## src/rtl/fft_pkg.sv

```systemverilog
// Shared definitions for the streaming FFT datapath.
// The butterfly stage, the Twiddle_Factor multiplier and the twiddle ROM all use it.
//
// Complex word layout: {real[23:12], imag[11:0]}.
// Each component is a signed 12-bit Q(12.10) value.
//
// Contents:
//   - width and saturation constants
//   - component extract and pack helpers
//   - sat13to12: clamps a 13-bit intermediate result to the 12-bit range
package fft_pkg;

  localparam int CPLX_W  = 24;
  localparam int COMP_W  = 12;
  localparam int FRAC_W  = 10;
  localparam int SAT_MAX = 2047;
  localparam int SAT_MIN = -2048;

  typedef logic signed [COMP_W-1:0] comp_t;
  typedef logic        [CPLX_W-1:0] cplx_t;

  function automatic comp_t cplx_re(input cplx_t c);
    return c[CPLX_W-1:COMP_W];
  endfunction

  function automatic comp_t cplx_im(input cplx_t c);
    return c[COMP_W-1:0];
  endfunction

  function automatic cplx_t cplx_pack(input comp_t re, input comp_t im);
    return {re, im};
  endfunction

  // A 13-bit sum or difference of two 12-bit values never wraps.
  // Only the final narrowing to 12 bits needs clamping.
  function automatic comp_t sat13to12(input logic signed [COMP_W:0] v);
    if (v > 13'(SAT_MAX))
      return 12'(SAT_MAX);
    else if (v < 13'(SAT_MIN))
      return 12'(SAT_MIN);
    else
      return v[COMP_W-1:0];
  endfunction

endpackage

```

## src/rtl/cplx_addsub_sat.sv

```systemverilog
// Combinational complex adder/subtractor with saturation.
// Computes sum = a + b and diff = a - b, componentwise.
// Each component is formed at 13 bits, then saturated to 12 bits.
// There is no scaling.
//
// Ports:
//   a, b : packed complex operands {re, im}
//   sum  : saturated a + b
//   diff : saturated a - b
module cplx_addsub_sat
  import fft_pkg::*;
(
  input  logic [CPLX_W-1:0] a,
  input  logic [CPLX_W-1:0] b,
  output logic [CPLX_W-1:0] sum,
  output logic [CPLX_W-1:0] diff
);

  comp_t a_re, a_im, b_re, b_im;
  logic signed [COMP_W:0] re_s, re_d, im_s, im_d;

  assign a_re = cplx_re(a);
  assign a_im = cplx_im(a);
  assign b_re = cplx_re(b);
  assign b_im = cplx_im(b);

  // Sign-extend each operand by one bit so the intermediate result never wraps.
  assign re_s = {a_re[COMP_W-1], a_re} + {b_re[COMP_W-1], b_re};
  assign re_d = {a_re[COMP_W-1], a_re} - {b_re[COMP_W-1], b_re};
  assign im_s = {a_im[COMP_W-1], a_im} + {b_im[COMP_W-1], b_im};
  assign im_d = {a_im[COMP_W-1], a_im} - {b_im[COMP_W-1], b_im};

  assign sum  = cplx_pack(sat13to12(re_s), sat13to12(im_s));
  assign diff = cplx_pack(sat13to12(re_d), sat13to12(im_d));

endmodule

```

## src/rtl/r2sdf_butterfly_stage.sv

```systemverilog
// Radix-2 single-path delay-feedback butterfly stage.
//
// Frame handling:
//   - A frame is 2*N_DELAY samples long.
//   - During the first half (fill), samples are pushed into the delay line.
//   - During the second half (butterfly), the delayed sample a and the incoming
//     sample b are combined.
//   - The sum a+b is emitted immediately.
//   - The difference a-b is pushed back into the delay line.
//   - That difference is emitted as the next frame's fill samples arrive.
//
// Ports:
//   clk         : clock; all state changes on the rising edge
//   rst         : synchronous, active-high reset
//   in_valid    : qualifies in_data; the stage advances only when high
//   in_data     : packed complex input sample
//   out_valid   : registered; high when out_data/out_is_diff/out_tw_idx are valid
//   out_data    : butterfly output (sum or difference)
//   out_is_diff : 1 = difference sample (needs twiddle), 0 = sum sample
//   out_tw_idx  : twiddle exponent j for W_(2*N_DELAY)^j; 0 for sums
module r2sdf_butterfly_stage
  import fft_pkg::*;
#(
  parameter int N_DELAY = 4,
  parameter int IDX_W   = (N_DELAY > 1) ? $clog2(N_DELAY) : 1
) (
  input  logic              clk,
  input  logic              rst,
  input  logic              in_valid,
  input  logic [CPLX_W-1:0] in_data,
  output logic              out_valid,
  output logic [CPLX_W-1:0] out_data,
  output logic              out_is_diff,
  output logic [IDX_W-1:0]  out_tw_idx
);

  // Frame position counter; it wraps naturally because N_DELAY is a power of 2.
  localparam int CNT_W = $clog2(2 * N_DELAY);

  logic [CNT_W-1:0]  cnt;
  logic              phase;
  logic              diff_pending;
  logic [CPLX_W-1:0] dly [N_DELAY];
  logic [CPLX_W-1:0] head;
  logic [CPLX_W-1:0] bf_sum, bf_diff;
  logic [CPLX_W-1:0] push_word;
  logic [IDX_W-1:0]  cur_idx;

  assign phase = cnt[CNT_W-1];
  assign head  = dly[N_DELAY-1];

  // Fill pushes the raw input; butterfly pushes the difference back into the line.
  assign push_word = phase ? bf_diff : in_data;

  // The low cnt bits give the position within the half frame.
  // With N_DELAY = 1 there is no such field, so the index is 0.
  if (N_DELAY > 1) begin : g_idx
    assign cur_idx = cnt[IDX_W-1:0];
  end else begin : g_idx_one
    assign cur_idx = '0;
  end

  cplx_addsub_sat u_addsub (
    .a    (head),
    .b    (in_data),
    .sum  (bf_sum),
    .diff (bf_diff)
  );

  // Delay line: a shift register that advances once per accepted sample.
  always_ff @(posedge clk) begin
    if (rst)
      dly[0] <= '0;
    else if (in_valid)
      dly[0] <= push_word;
  end

  for (genvar gi = 1; gi < N_DELAY; gi++) begin : g_dly
    always_ff @(posedge clk) begin
      if (rst)
        dly[gi] <= '0;
      else if (in_valid)
        dly[gi] <= dly[gi-1];
    end
  end

  always_ff @(posedge clk) begin
    if (rst) begin
      cnt          <= '0;
      diff_pending <= 1'b0;
      out_valid    <= 1'b0;
      out_data     <= '0;
      out_is_diff  <= 1'b0;
      out_tw_idx   <= '0;
    end else begin
      out_valid <= in_valid && (phase || diff_pending);
      if (in_valid) begin
        cnt <= cnt + 1'b1;
        if (phase) begin
          out_data    <= bf_sum;
          out_is_diff <= 1'b0;
          out_tw_idx  <= '0;
          // Completing a frame leaves its differences in the line.
          if (&cnt)
            diff_pending <= 1'b1;
        end else begin
          out_data    <= head;
          out_is_diff <= 1'b1;
          out_tw_idx  <= cur_idx;
        end
      end
    end
  end

endmodule

```

## config.mk

```make
export PLATFORM = sky130hd
export DESIGN_NAME = r2sdf_butterfly_stage
export DESIGN_NICKNAME = d
export VERILOG_FILES = /design/src/rtl/fft_pkg.sv /design/src/rtl/cplx_addsub_sat.sv /design/src/rtl/r2sdf_butterfly_stage.sv
export SDC_FILE = /design/constraint.sdc
export NUM_CORES = 1
export LEC_CHECK = 0
export ABC_AREA = 1
export ABC_CLOCK_PERIOD_IN_PS = 6100
export CAP_MARGIN = 20
export CORE_MARGIN = 1
export CORE_UTILIZATION = 60
export CTS_CLUSTER_SIZE = 40
export DETAILED_ROUTE_END_ITERATION = 7
export GPL_TIMING_DRIVEN = 0
export HOLD_SLACK_MARGIN = 0.15
export PLACE_DENSITY_LB_ADDON = 0.12
export SETUP_SLACK_MARGIN = 0.2
export SLEW_MARGIN = 10
export SYNTH_ARGS = -nofsm -noshare
export SYNTH_HDL_FRONTEND = slang
export SYNTH_SLANG_ARGS = --single-unit
```

## constraint.sdc

```tcl
create_clock -name clk -period 6.1 [get_ports clk]
set_input_delay 1.83 -clock clk [delete_from_list [all_inputs] [get_ports clk]]
set_output_delay 1.83 -clock clk [all_outputs]
set_load 0.01 [all_outputs]
```

[Yosys cells after proc, flatten, opt, wreduce, memory -nomap -nowiden]
Memory sizes are Yosys's and may differ from the RTL's.
Index checks and enable logic that the tools add are counted.
Cells by class
  magnitude comparators: 8
  mux-type cells: 21
  add/sub/neg operators: 5
  reductions and logical operators: 3
  bitwise logic cells: 4
Operators by type and width (count)
  $mux 24: 6
  $mux 12: 8
  $gt 13x12->1 const B: 4
  $lt 13x12->1 const B: 4
  $add 12x12->13: 2
  $sub 12x12->13: 2
  $mux 1: 6
  $or 1x1->1: 4
  $reduce_and 4->1: 1
  $add 3x1->3 const B: 1
  $mux 2: 1
  $logic_and 1x1->1: 1
  $logic_or 1x1->1: 1
Storage, ports and cells
  word-level logic and storage cells: 48
  memory bits (writable): 96
  output and inout bits: 28
  bits of input ports: 27
  bits in registers: 32
  memories: 1
Memories
  dly: words 4, bits a word 24, rd ports 4, clocked after memory_dff 0, write ports 4, RTL line r2sdf_butterfly_stage.sv:43  | logic [CPLX_W-1:0] dly [N_DELAY];

[Longest topological paths before layout]
  depth after elaboration: 6
  mapped depth: 17
  mapped depth without buffers: 17

[Modules after synthesis]
A second synthesis with hierarchy kept.
Unflattened totals
  cells, all modules: 1180
  area, all modules: 8488.1 um2
By module, submodules not included
  r2sdf_butterfly_stage: instances 1, cells each 570, sequential area each 3523.4 um2, area each 5358.9 um2
  cplx_addsub_sat: instances 1, cells each 610, sequential area each 0.0 um2, area each 3129.3 um2

[Worst setup path before layout]
OpenSTA, ideal clock, no wires.
  path kind: input-to-reg
  from: in in_valid
  to: mem dly[0][0] (enable)
  stages: 2
  path buffers: 0
  path slack: 1824 ps
  library setup time: 450 ps
  arrival: 3826 ps
  required time: 5650 ps
  cells stage by stage: nor2_1 > inv_1
RTL lines
  start: declaration: RTL line r2sdf_butterfly_stage.sv:29  | input logic in_valid,
  end: declaration: RTL line r2sdf_butterfly_stage.sv:43

==> impl_results.md <==
- CTS Buffer Depth: 2
- CTS tree: yes
- Register-to-Register Setup Slack: around 3.5 ns
- Total power: roughly 0.0026 W
- Worst-Skew Late Latency: around 0.43 ns
- WL per Instance: 15.5 um
- Post-synth EDFFs: 96
- Min Clock Period, post-route: 4.10 ns
- Number of fillers in the final layout: roughly 1.0k
- DP Wirelength: between 10 and 15 mm
- LEAKAGE: between 4 and 5 nW
- WL met2: ~8.7 mm
- Detail Route Antenna Nets: 0
- Synth top area share: 36.5%
- Yosys reg bits: approximately 130
- Post-CTS Setup Inserts: 0
- Fin nets: 1155
- Post-route cell area: approximately 9300 sq um
- Area Overhead vs Synth: 18.1%
- Die Width: 117 um
- Syn Nets: between 1k and 1.5k
- Hold Crit Class: register to register
- Met1 wire length: ~9 mm
- Crit path capture type: register
- Peak VDD IR: 269 uV
- CP Data Arrival Time: 4.31 ns
- Core region area: between 10000 and 15000 sq um
- Clock sink count: between 100 and 150
- Ports: 55
- H-tree depth: 4
- Row count: around 40
- Yosys cell types: 39
- Overall via count from detail_route: between 6k and 7k
- Leading cell type in the layout, fill and taps excluded: nand2_1
- Quantity of gates resized following cts: 0
- Most frequent cells in the layout: nand2_1, inv_1, nor2_1, edfxtp_1, clkdlybuf4s50_1
- TritonCTS Buffers: 17
- Yosys Warn Count: 0
- Mapped Area: approximately 7900 sq um
- Die Y: between 100 and 150 um
- Initial antenna violation count: 0
- Vias in the first global route: 5939
- Layout cells sized above 1: under 10%
- Final hold vios: 0
- Top_reg_cell synth: edfxtp_1
- Drt initial violations: between 700 and 800
- Post-Syn Instances: about 1.0k
- Largest net degree at the start of global routing: 70
- Drt pass-1 iters: 5
- Yosys top cell by area: edfxtp_1
- RSZ-0062 raised after global routing: no
- Max Cap Violations: 0
- Max Fclk: around 0.24 GHz
- Vias per inst: about 5.2
- DR top layer: met4
- Final Max Slew Viols: 0
- Slew @ Worst Pin: between 0.7 and 0.8 ns
- Worst setup path class: input port to register
- First-pass GRT wire length: between 30 and 40 mm
- Sequential fraction of the synthesis area: between 40% and 50%
- GRT Util Overall: around 30%
- Clock-pin slew on the worst setup and hold paths: about 0.050 ns
- Relative slew slack: 50.6%
- PortBufs: between 50 and 60
- Max FO, Critical Path: 10
- Final wirelength: slightly below 20 mm
- Hold buffers post-CTS: 0
- Period utilisation layout: 67.2%
- DP Area: about 8700 sq um
- Final TNS setup: 0 ns
- Final setup vio count: 0
- Final Wtd Congestion: between 0.9 and 1
- Status: completed
- Critical Path RT: 6.31 ns
- # DRC: 0
- WL met3: around 1.4 mm
- Syn_area_per_cell: roughly 7.9 sq um
- Number of diodes: 0
- Layout Skew: between 0.009 and 0.01 ns
- Finished Core Util: between 70 and 80%
- Starting Density: 62.1%
- Post-synth ARST share: 0%
- Most area-consuming cells after synthesis: edfxtp_1, nand2_1, inv_1, dfxtp_1, ha_1
- PwrDens: about 270 nW/um^2
- Gr ovfl total: 0
- Root Driver: clkbuf_16
- Full die area: 13600 sq um
- Worst Setup Start Kind: input port
logic make-up (layout without fill, tap and decap cells):
group	count (synthesis)	in the layout	share of synthesized area, %
buffers and inverters	221	309	11.3
flip-flops	128	128	44.6
AO/OA/AOI/OAI	115	115	8.45
AND/OR/NAND/NOR	454	454	23.7
XOR/XNOR	29	29	3.21
adder cells (fa/ha/maj)	53	53	8.77
synthesized netlist by cell type (all sizes together), types with 4 or more instances:
cell type  instances
fa                 4
xnor2              4
a22oi              8
nand2            254
buf               23
ha                49
dfxtp             32
a21oi             54
o21ai             42
nor2             153
xor2              25
o21bai             4
edfxtp            96
clkbuf            15
nand4             11
nor3               6
inv              183
nand3             26
layout make-up:
type | count | area [sq um] | area share [%]
well taps | 172 | 215 | 2.30
repair buffers | 56 | 579 | 6.20
clock buffers | 19 | 453 | 4.85
multi-input cells | 651 | 3490 | 37.3
clock inverters | 13 | 184 | 1.97
flip-flops and latches | 128 | 3520 | 37.7
plain buffers | 38 | 208 | 2.22
inverters | 183 | 689 | 7.38
worst max-delay path: stages:
cell and delay [ns]:
clkdlybuf4s50_1 0.47, ha_1 0.26, fa_1 0.40, nand3b_1 0.17
nand2_1 0.18, nand3_1 0.13, nand3_1 0.10, nand2_1 0.06
nand2_1 0.11, a21oi_1 0.09, buf_4 0.21, a21oi_1 0.29
layer usage:
| metal | vias to the layer above | GRT usage, % |
|---|---|---|
| met5 | - | 0 |
| met4 | 0 | 11.2 |
| met3 | 25 | 6.23 |
| met2 | 245 | 47.1 |
| met1 | 3020 | 43.6 |
| li1 | 3277 | - |
path summary, 6_finish.rpt:
check / start / endpoint / depth (start not counted)
setup / recovery: in_data[12] / dly[0][17] / 12
hold / removal: out_data[17] / out_data[17] / 2
setup reg to reg: dly[1][36] / dly[0][17] / 12
hold reg to reg: out_data[17] / out_data[17] / 2
metrics by stage:
stage	instances	hold slack, ns	setup WS, ns
after detailed placement	1228	0.440	1.65
after global placement	1226	0.436	0.0356
final	1260	0.449	2.00
after floorplan	1000	0.445	1.82
after global routing	1260	0.462	1.85
after CTS	1260	0.453	2.09
state kept, by name (all words and copies together) (netlist names):
signal        cells
dly              96
out_data         24
cnt               3
out_tw_idx        2
diff_pending      1
out_is_diff       1
out_valid         1
power by group:
part	total, W	switching, W	internal (W)
registers	0.00102	0.0000274	0.000991
clock network	0.00109	0.000388	0.000705
logic	0.000453	0.000291	0.000162
Power figures use the tool's default switching activity.
